### src/rtl/mem_byte_access_unit.sv
// MEM-stage load/store unit: lane extract + sign/zero extend on loads, read-modify-write for SB/SH.
// Latency: Done 2 cycles after Start for loads/SW, 3 for SB/SH (same-cycle MemAck); +1 per ack wait cycle.
// Backpressure: Busy stalls the pipeline in READ/WRITE; MemRd/MemWr held until MemAck or TIMEOUT abort.
// Optional feature macro: MISALIGN_TRAP_EN (trap misaligned halfword/word accesses without touching memory).
module mem_byte_access_unit #(
  parameter int TIMEOUT = 16
) (
  input  logic        Clk,
  input  logic        Reset,
  input  logic        Start,
  input  logic [2:0]  Op,
  input  logic [31:0] Addr,
  input  logic [31:0] WrData,
  output logic        Busy,
  output logic        Done,
  output logic [31:0] RdData,
  output logic        Err,
  output logic        Misalign,
  output logic [31:0] MemAddr,
  output logic        MemRd,
  output logic        MemWr,
  output logic [31:0] MemWData,
  input  logic [31:0] MemRData,
  input  logic        MemAck
);

  localparam logic [2:0] OP_LW  = 3'd0;
  localparam logic [2:0] OP_LH  = 3'd1;
  localparam logic [2:0] OP_LHU = 3'd2;
  localparam logic [2:0] OP_LB  = 3'd3;
  localparam logic [2:0] OP_LBU = 3'd4;
  localparam logic [2:0] OP_SW  = 3'd5;
  localparam logic [2:0] OP_SH  = 3'd6;
  localparam logic [2:0] OP_SB  = 3'd7;

  localparam int CW = $clog2(TIMEOUT + 1);

  typedef enum logic [1:0] {S_IDLE, S_READ, S_WRITE, S_DONE} state_t;

  state_t          state, state_nxt, start_state;
  logic [2:0]      op;
  logic [1:0]      lane;
  logic [31:0]     wdata;
  logic [CW-1:0]   wait_cnt;
  logic            accept, timeout, misal_start, op_is_load, op_is_sub;
  logic [7:0]      byte_lane;
  logic [15:0]     half_lane;
  logic [31:0]     load_val, merge_val;

  assign Busy  = (state == S_READ) || (state == S_WRITE);
  assign Done  = (state == S_DONE);
  assign MemRd = (state == S_READ);
  assign MemWr = (state == S_WRITE);

  // Start is only honoured when no access is in flight; DONE allows back-to-back issue.
  assign accept     = Start && ((state == S_IDLE) || (state == S_DONE));
  assign timeout    = Busy && !MemAck && (wait_cnt == CW'(TIMEOUT - 1));
  assign op_is_load = (op <= OP_LBU);
  assign op_is_sub  = (op == OP_SH) || (op == OP_SB);

`ifdef MISALIGN_TRAP_EN
  // Detect accesses whose size does not match the low address bits.
  always_comb begin
    misal_start = 1'b0;
    case (Op)
      OP_LH, OP_LHU, OP_SH: misal_start = Addr[0];
      OP_LW, OP_SW:         misal_start = |Addr[1:0];
      default:              misal_start = 1'b0;
    endcase
  end
`else
  assign misal_start = 1'b0;
`endif

  // Choose the first state of a newly accepted access.
  always_comb begin
    start_state = S_READ;
    if (misal_start)
      start_state = S_DONE;
    else if (Op == OP_SW)
      start_state = S_WRITE;
  end

  // Next-state logic for the access sequencer.
  always_comb begin
    state_nxt = state;
    case (state)
      S_IDLE:  if (accept) state_nxt = start_state;
      S_READ: begin
        if (MemAck)       state_nxt = op_is_sub ? S_WRITE : S_DONE;
        else if (timeout) state_nxt = S_DONE;
      end
      S_WRITE: if (MemAck || timeout) state_nxt = S_DONE;
      S_DONE:  state_nxt = accept ? start_state : S_IDLE;
      default: state_nxt = S_IDLE;
    endcase
  end

  // State register.
  always_ff @(posedge Clk) begin
    if (Reset) state <= S_IDLE;
    else       state <= state_nxt;
  end

  // Per-phase ack wait counter; restarts on every state change.
  always_ff @(posedge Clk) begin
    if (Reset)                  wait_cnt <= '0;
    else if (state_nxt != state) wait_cnt <= '0;
    else if (Busy && !MemAck)   wait_cnt <= wait_cnt + CW'(1);
  end

  // Lane extraction, load extension and store merge from the returned word.
  always_comb begin
    byte_lane = MemRData[{lane, 3'b000} +: 8];
    half_lane = lane[1] ? MemRData[31:16] : MemRData[15:0];
    load_val  = MemRData;
    merge_val = MemRData;
    case (op)
      OP_LH:   load_val = {{16{half_lane[15]}}, half_lane};
      OP_LHU:  load_val = {16'h0000, half_lane};
      OP_LB:   load_val = {{24{byte_lane[7]}}, byte_lane};
      OP_LBU:  load_val = {24'h000000, byte_lane};
      default: load_val = MemRData;
    endcase
    if (op == OP_SB)
      merge_val[{lane, 3'b000} +: 8] = wdata[7:0];
    else if (op == OP_SH)
      merge_val[{lane[1], 4'b0000} +: 16] = wdata[15:0];
  end

  // Request capture, result/status registers and write-word staging.
  always_ff @(posedge Clk) begin
    if (Reset) begin
      op       <= OP_LW;
      lane     <= 2'b00;
      wdata    <= '0;
      MemAddr  <= '0;
      MemWData <= '0;
      RdData   <= '0;
      Err      <= 1'b0;
      Misalign <= 1'b0;
    end else begin
      if (accept) begin
        op       <= Op;
        lane     <= Addr[1:0];
        wdata    <= WrData;
        MemAddr  <= {Addr[31:2], 2'b00};
        MemWData <= WrData;
        Err      <= 1'b0;
        Misalign <= misal_start;
      end
      if (MemRd && MemAck) begin
        if (op_is_load) RdData   <= load_val;
        else            MemWData <= merge_val;
      end
      if (timeout) Err <= 1'b1;
    end
  end

endmodule
### config.mk
export PLATFORM = sky130hd
export DESIGN_NAME = mem_byte_access_unit
export DESIGN_NICKNAME = d
export VERILOG_FILES = /design/src/rtl/mem_byte_access_unit.sv
export SDC_FILE = /design/constraint.sdc
export NUM_CORES = 1
export LEC_CHECK = 0
export BUFFER_PORTS_ARGS = -buffer_cell sky130_fd_sc_hd__buf_2
export CORE_MARGIN = 4
export CORE_UTILIZATION = 47
export DETAILED_ROUTE_END_ITERATION = 7
export PLACE_DENSITY = 0.77
export SKIP_LAST_GASP = 1
export SLEW_MARGIN = 40
export SYNTH_ARGS = -nofsm -noshare
export SYNTH_HDL_FRONTEND = slang
export SYNTH_SLANG_ARGS = --single-unit
### constraint.sdc
create_clock -name Clk -period 1.9 [get_ports Clk]
set_input_delay 0.38 -clock Clk [delete_from_list [all_inputs] [get_ports Clk]]
set_output_delay 0.38 -clock Clk [all_outputs]
set_load 0.05 [all_outputs]
==> out/metrics.csv <==
stage,metric,value,unit
timing,max_freq,522.6,MHz
global_routing,grt_util_all_layers,26.42,%
worst_setup_path,critPathKind,register to register,
layout,design_area,8717,sq um
worst_setup_path,critical_path.endpoint_type,register,
min_path,min_path_type,primary input to register,
detailed_routing,postRouteAntennaNets,0,
layout,mostFrequentLayoutCell,buf_2,
outcome,violations,setup timing,
clocking,cts_buffers,17,
clocking,clk_latency,0.43,ns
timing,hold_violations,0,
floorplanning,io_pins,205,
floorplanning,die_y,125.3,um
timing,fin_ws,-0.01338,ns
logic_synthesis,ys_types,71,
logic_synthesis,synthSimpleGateAreaFrac,20.72,%
worst_setup_path,cp_slowest_cell,dfxtp_2,
global_routing,grt_pass1_vias,6461,
worst_setup_path,rr_worst_depth,9,
timing,period_needed,1.913,ns
timing,whs,0.1871,ns
timing,rsz0062_at_grt,yes,
run,maxCapViolCount,0,
power_and_ir_drop,power,13.27,mW
layout,drive_gt1_share,36.50,%
timing,min_period_over_period,100.7,%
logic_synthesis,async_reset_ff_share,0,%
detailed_routing,first_pass_iters,5,
place,place_congestion,0.9577,
place,post_dp_cell_area,7863,sq um
logic_synthesis,synth_fa_ha_area_share,2.437,%
layout,final_cell_mix,"buf_2, nand2_1, dfxtp_1",
worst_setup_path,critical_path.startpoint_type,register,
timing,finalSetupViolCount,4,
clocking,cts_hold_buf,0,
outcome,status,"finished, violations left",
worst_setup_path,crit_arrival,2.24,ns
logic_synthesis,synth_xor_area_share,0.5416,%
logic_synthesis,synth_warnings,0,
power_and_ir_drop,peakVddDrop,1.105,mV
timing,tns,-0.02739,ns
worst_setup_path,ff2ff_setup_slack,-0.01,ns
timing,clock_skew,0.01242,ns
worst_setup_path,cp_max_fo,2,
detailed_routing,vias,6729,
floorplanning,fp-row-count,42,
logic_synthesis,synth_edf_count,0,
clocking,cts.sinks,123,
timing,slew_viol_final,0,
worst_setup_path,cp.depth,9,
floorplanning,core-area,13350,sq um
logic_synthesis,synth_seq_cells,123,
clocking,cts_tree,yes,
global_routing,grt_pass1_wl,33.78,mm
place,portBuffers,201,
worst_setup_path,critPathRequiredTime,2.23,ns
worst_setup_path,path_buf_inv,1,
logic_synthesis,netlist_area,6469,sq um
logic_synthesis,synth.area.mux_share,1.838,%
layout,final_nets,1113,
worst_setup_path,cpPeakStageDelay,0.33,ns
detailed_routing,drtIter0Drc,533,
floorplanning,die_area,15700,sq um
worst_setup_path,path_common_cell,ha_4,
logic_synthesis,netlist_instances,793,
logic_synthesis,synthFlopType,dfxtp_1,
min_path,hold_depth,3,
global_routing,grt_max_degree,55,
worst_setup_path,cpLargestDelayFamily,compound AO/OA/AOI/OAI gates,
detailed_routing,drc,0,
clocking,cts_root_buf,clkbuf_16,
clocking,clk_pin_slew,0.06,ns
power_and_ir_drop,powerDensity,1522,nW/um^2
power_and_ir_drop,power.leakage,3.708,nW
floorplanning,dieWidth,125.3,um
floorplanning,initial_utilization,48.46,%
detailed_routing,avgViaCountPerCell,5.669,
clocking,clock_path_buffers,2,
logic_synthesis,syn_area_per_cell,8.157,sq um
detailed_routing,drt_wl_total,20.94,mm
layout,diodes,0,
global_routing,grt_overflow,0,
layout,fin_util,65.31,%
place,dp_hpwl,15.22,mm
logic_synthesis,synth_top_family_by_area,compound AO/OA/AOI/OAI gates,
detailed_routing,avgRoutedWirePerCell,17.64,um
logic_synthesis,synth_compound_gate_area_share,30.10,%
layout,synthToLayoutAreaGrowth,34.76,%
global_routing,antenna_found_initial,0,
clocking,cts_max_level,4,
logic_synthesis,yosysSeqAreaShare,38.07,%
worst_setup_path,path_cells,"ha_4, and3_4, ha_4, a21o_1, nor4b_4, o21ai_2, o311ai_4, buf_4, a2111oi_4",
==> worst paths after layout <==
kind | startpoint | end
setup / recovery | wait_cnt[1] | wait_cnt[4]
hold / removal | Addr[6] | MemAddr[6]
setup reg to reg | wait_cnt[1] | wait_cnt[4]
hold reg to reg | MemAddr[23] | MemAddr[23]
==> stage by stage <==
step | std cells | setup slack, ns
after floorplan | 795 | -0.001650
final | 1187 | -0.01338
after global routing | 1187 | -0.1074
after CTS | 1181 | 0.005792
after global placement | 1148 | 0.04765
after detailed placement | 1148 | -0.01187
==> cells in the mapped netlist, drive strengths merged (3+ instances only) <==
library cell / n / area share [%]
nor2: 61 / 3.7
nor3: 10 / 0.93
o31ai: 3 / 0.43
a311oi: 25 / 3.4
nor3b: 3 / 0.52
mux2i: 5 / 0.97
buf: 30 / 3.1
o21ai: 28 / 2.2
a21oi: 88 / 6.8
a221oi: 26 / 4.3
inv: 15 / 0.87
nor2b: 10 / 0.97
nand2b: 11 / 1.1
o221a: 8 / 1.4
clkbuf: 39 / 2.3
o21a: 6 / 0.70
o221ai: 9 / 1.2
a31oi: 10 / 1.4
ha: 11 / 2.1
nand3: 12 / 1.0
dfxtp: 123 / 38
o22ai: 3 / 0.29
a21o: 9 / 1.0
nand2: 175 / 10
mux2: 5 / 0.87
a21boi: 9 / 1.1
a211oi: 24 / 3.6
==> layer usage <==
metal	part of all wire (%)	track usage (%)	up-vias
met5	0	0	-
met4	3.6	10.46	0
met3	9.5	9.083	56
met2	47	42.27	320
met1	40	32.84	3082
li1	-	-	3271
==> registers in the layout, summed over array words and instances, names as in the netlist <==
name	count
op	3
lane	2
Err	1
wait_cnt	5
MemAddr	30
RdData	32
wdata	16
state	2
MemWData	32
==> power by group <==
part,switching (mW),internal [mW],leakage (nW)
clock network,1.18,2.38,0.307
registers,0.395,3.16,1.01
logic,4.19,1.96,2.39
total,5.76,7.50,3.71
==> tightest hold or removal path: stages <==
cell and delay, ns:
buf_2 0.09, nand2_1 0.04, a21oi_1 0.05
==> final cells by class <==
cell class | count | area (sq um)
Fill cell | 1140 | 4631
Multi-Input combinational cell | 588 | 3820
Sequential cell | 123 | 2472
Timing Repair Buffer | 254 | 1495
Clock buffer | 19 | 452.9
Tap cell | 176 | 220.2
Clock inverter | 12 | 195.2
Inverter | 15 | 61.31
==> what timing repair did <==
item,4_1_cts,5_1_grt
gates resized for setup,5,28
pin swaps,2,11
buffers inserted,2,6
endpoints found under the hold margin,0,0
endpoints found under the setup margin,7,40
==> cells by family (layout without fill, tap and decap cells) <==
family | count (synthesis) | in the layout
compound gates | 261 | 261
xor+xnor | 4 | 4
fa+ha+maj | 13 | 13
buf+inv | 84 | 300
flops | 123 | 123
mux | 10 | 10
other cells | 1 | 3
simple gates | 297 | 297
No activity file was read; power rests on OpenSTA's default activity.
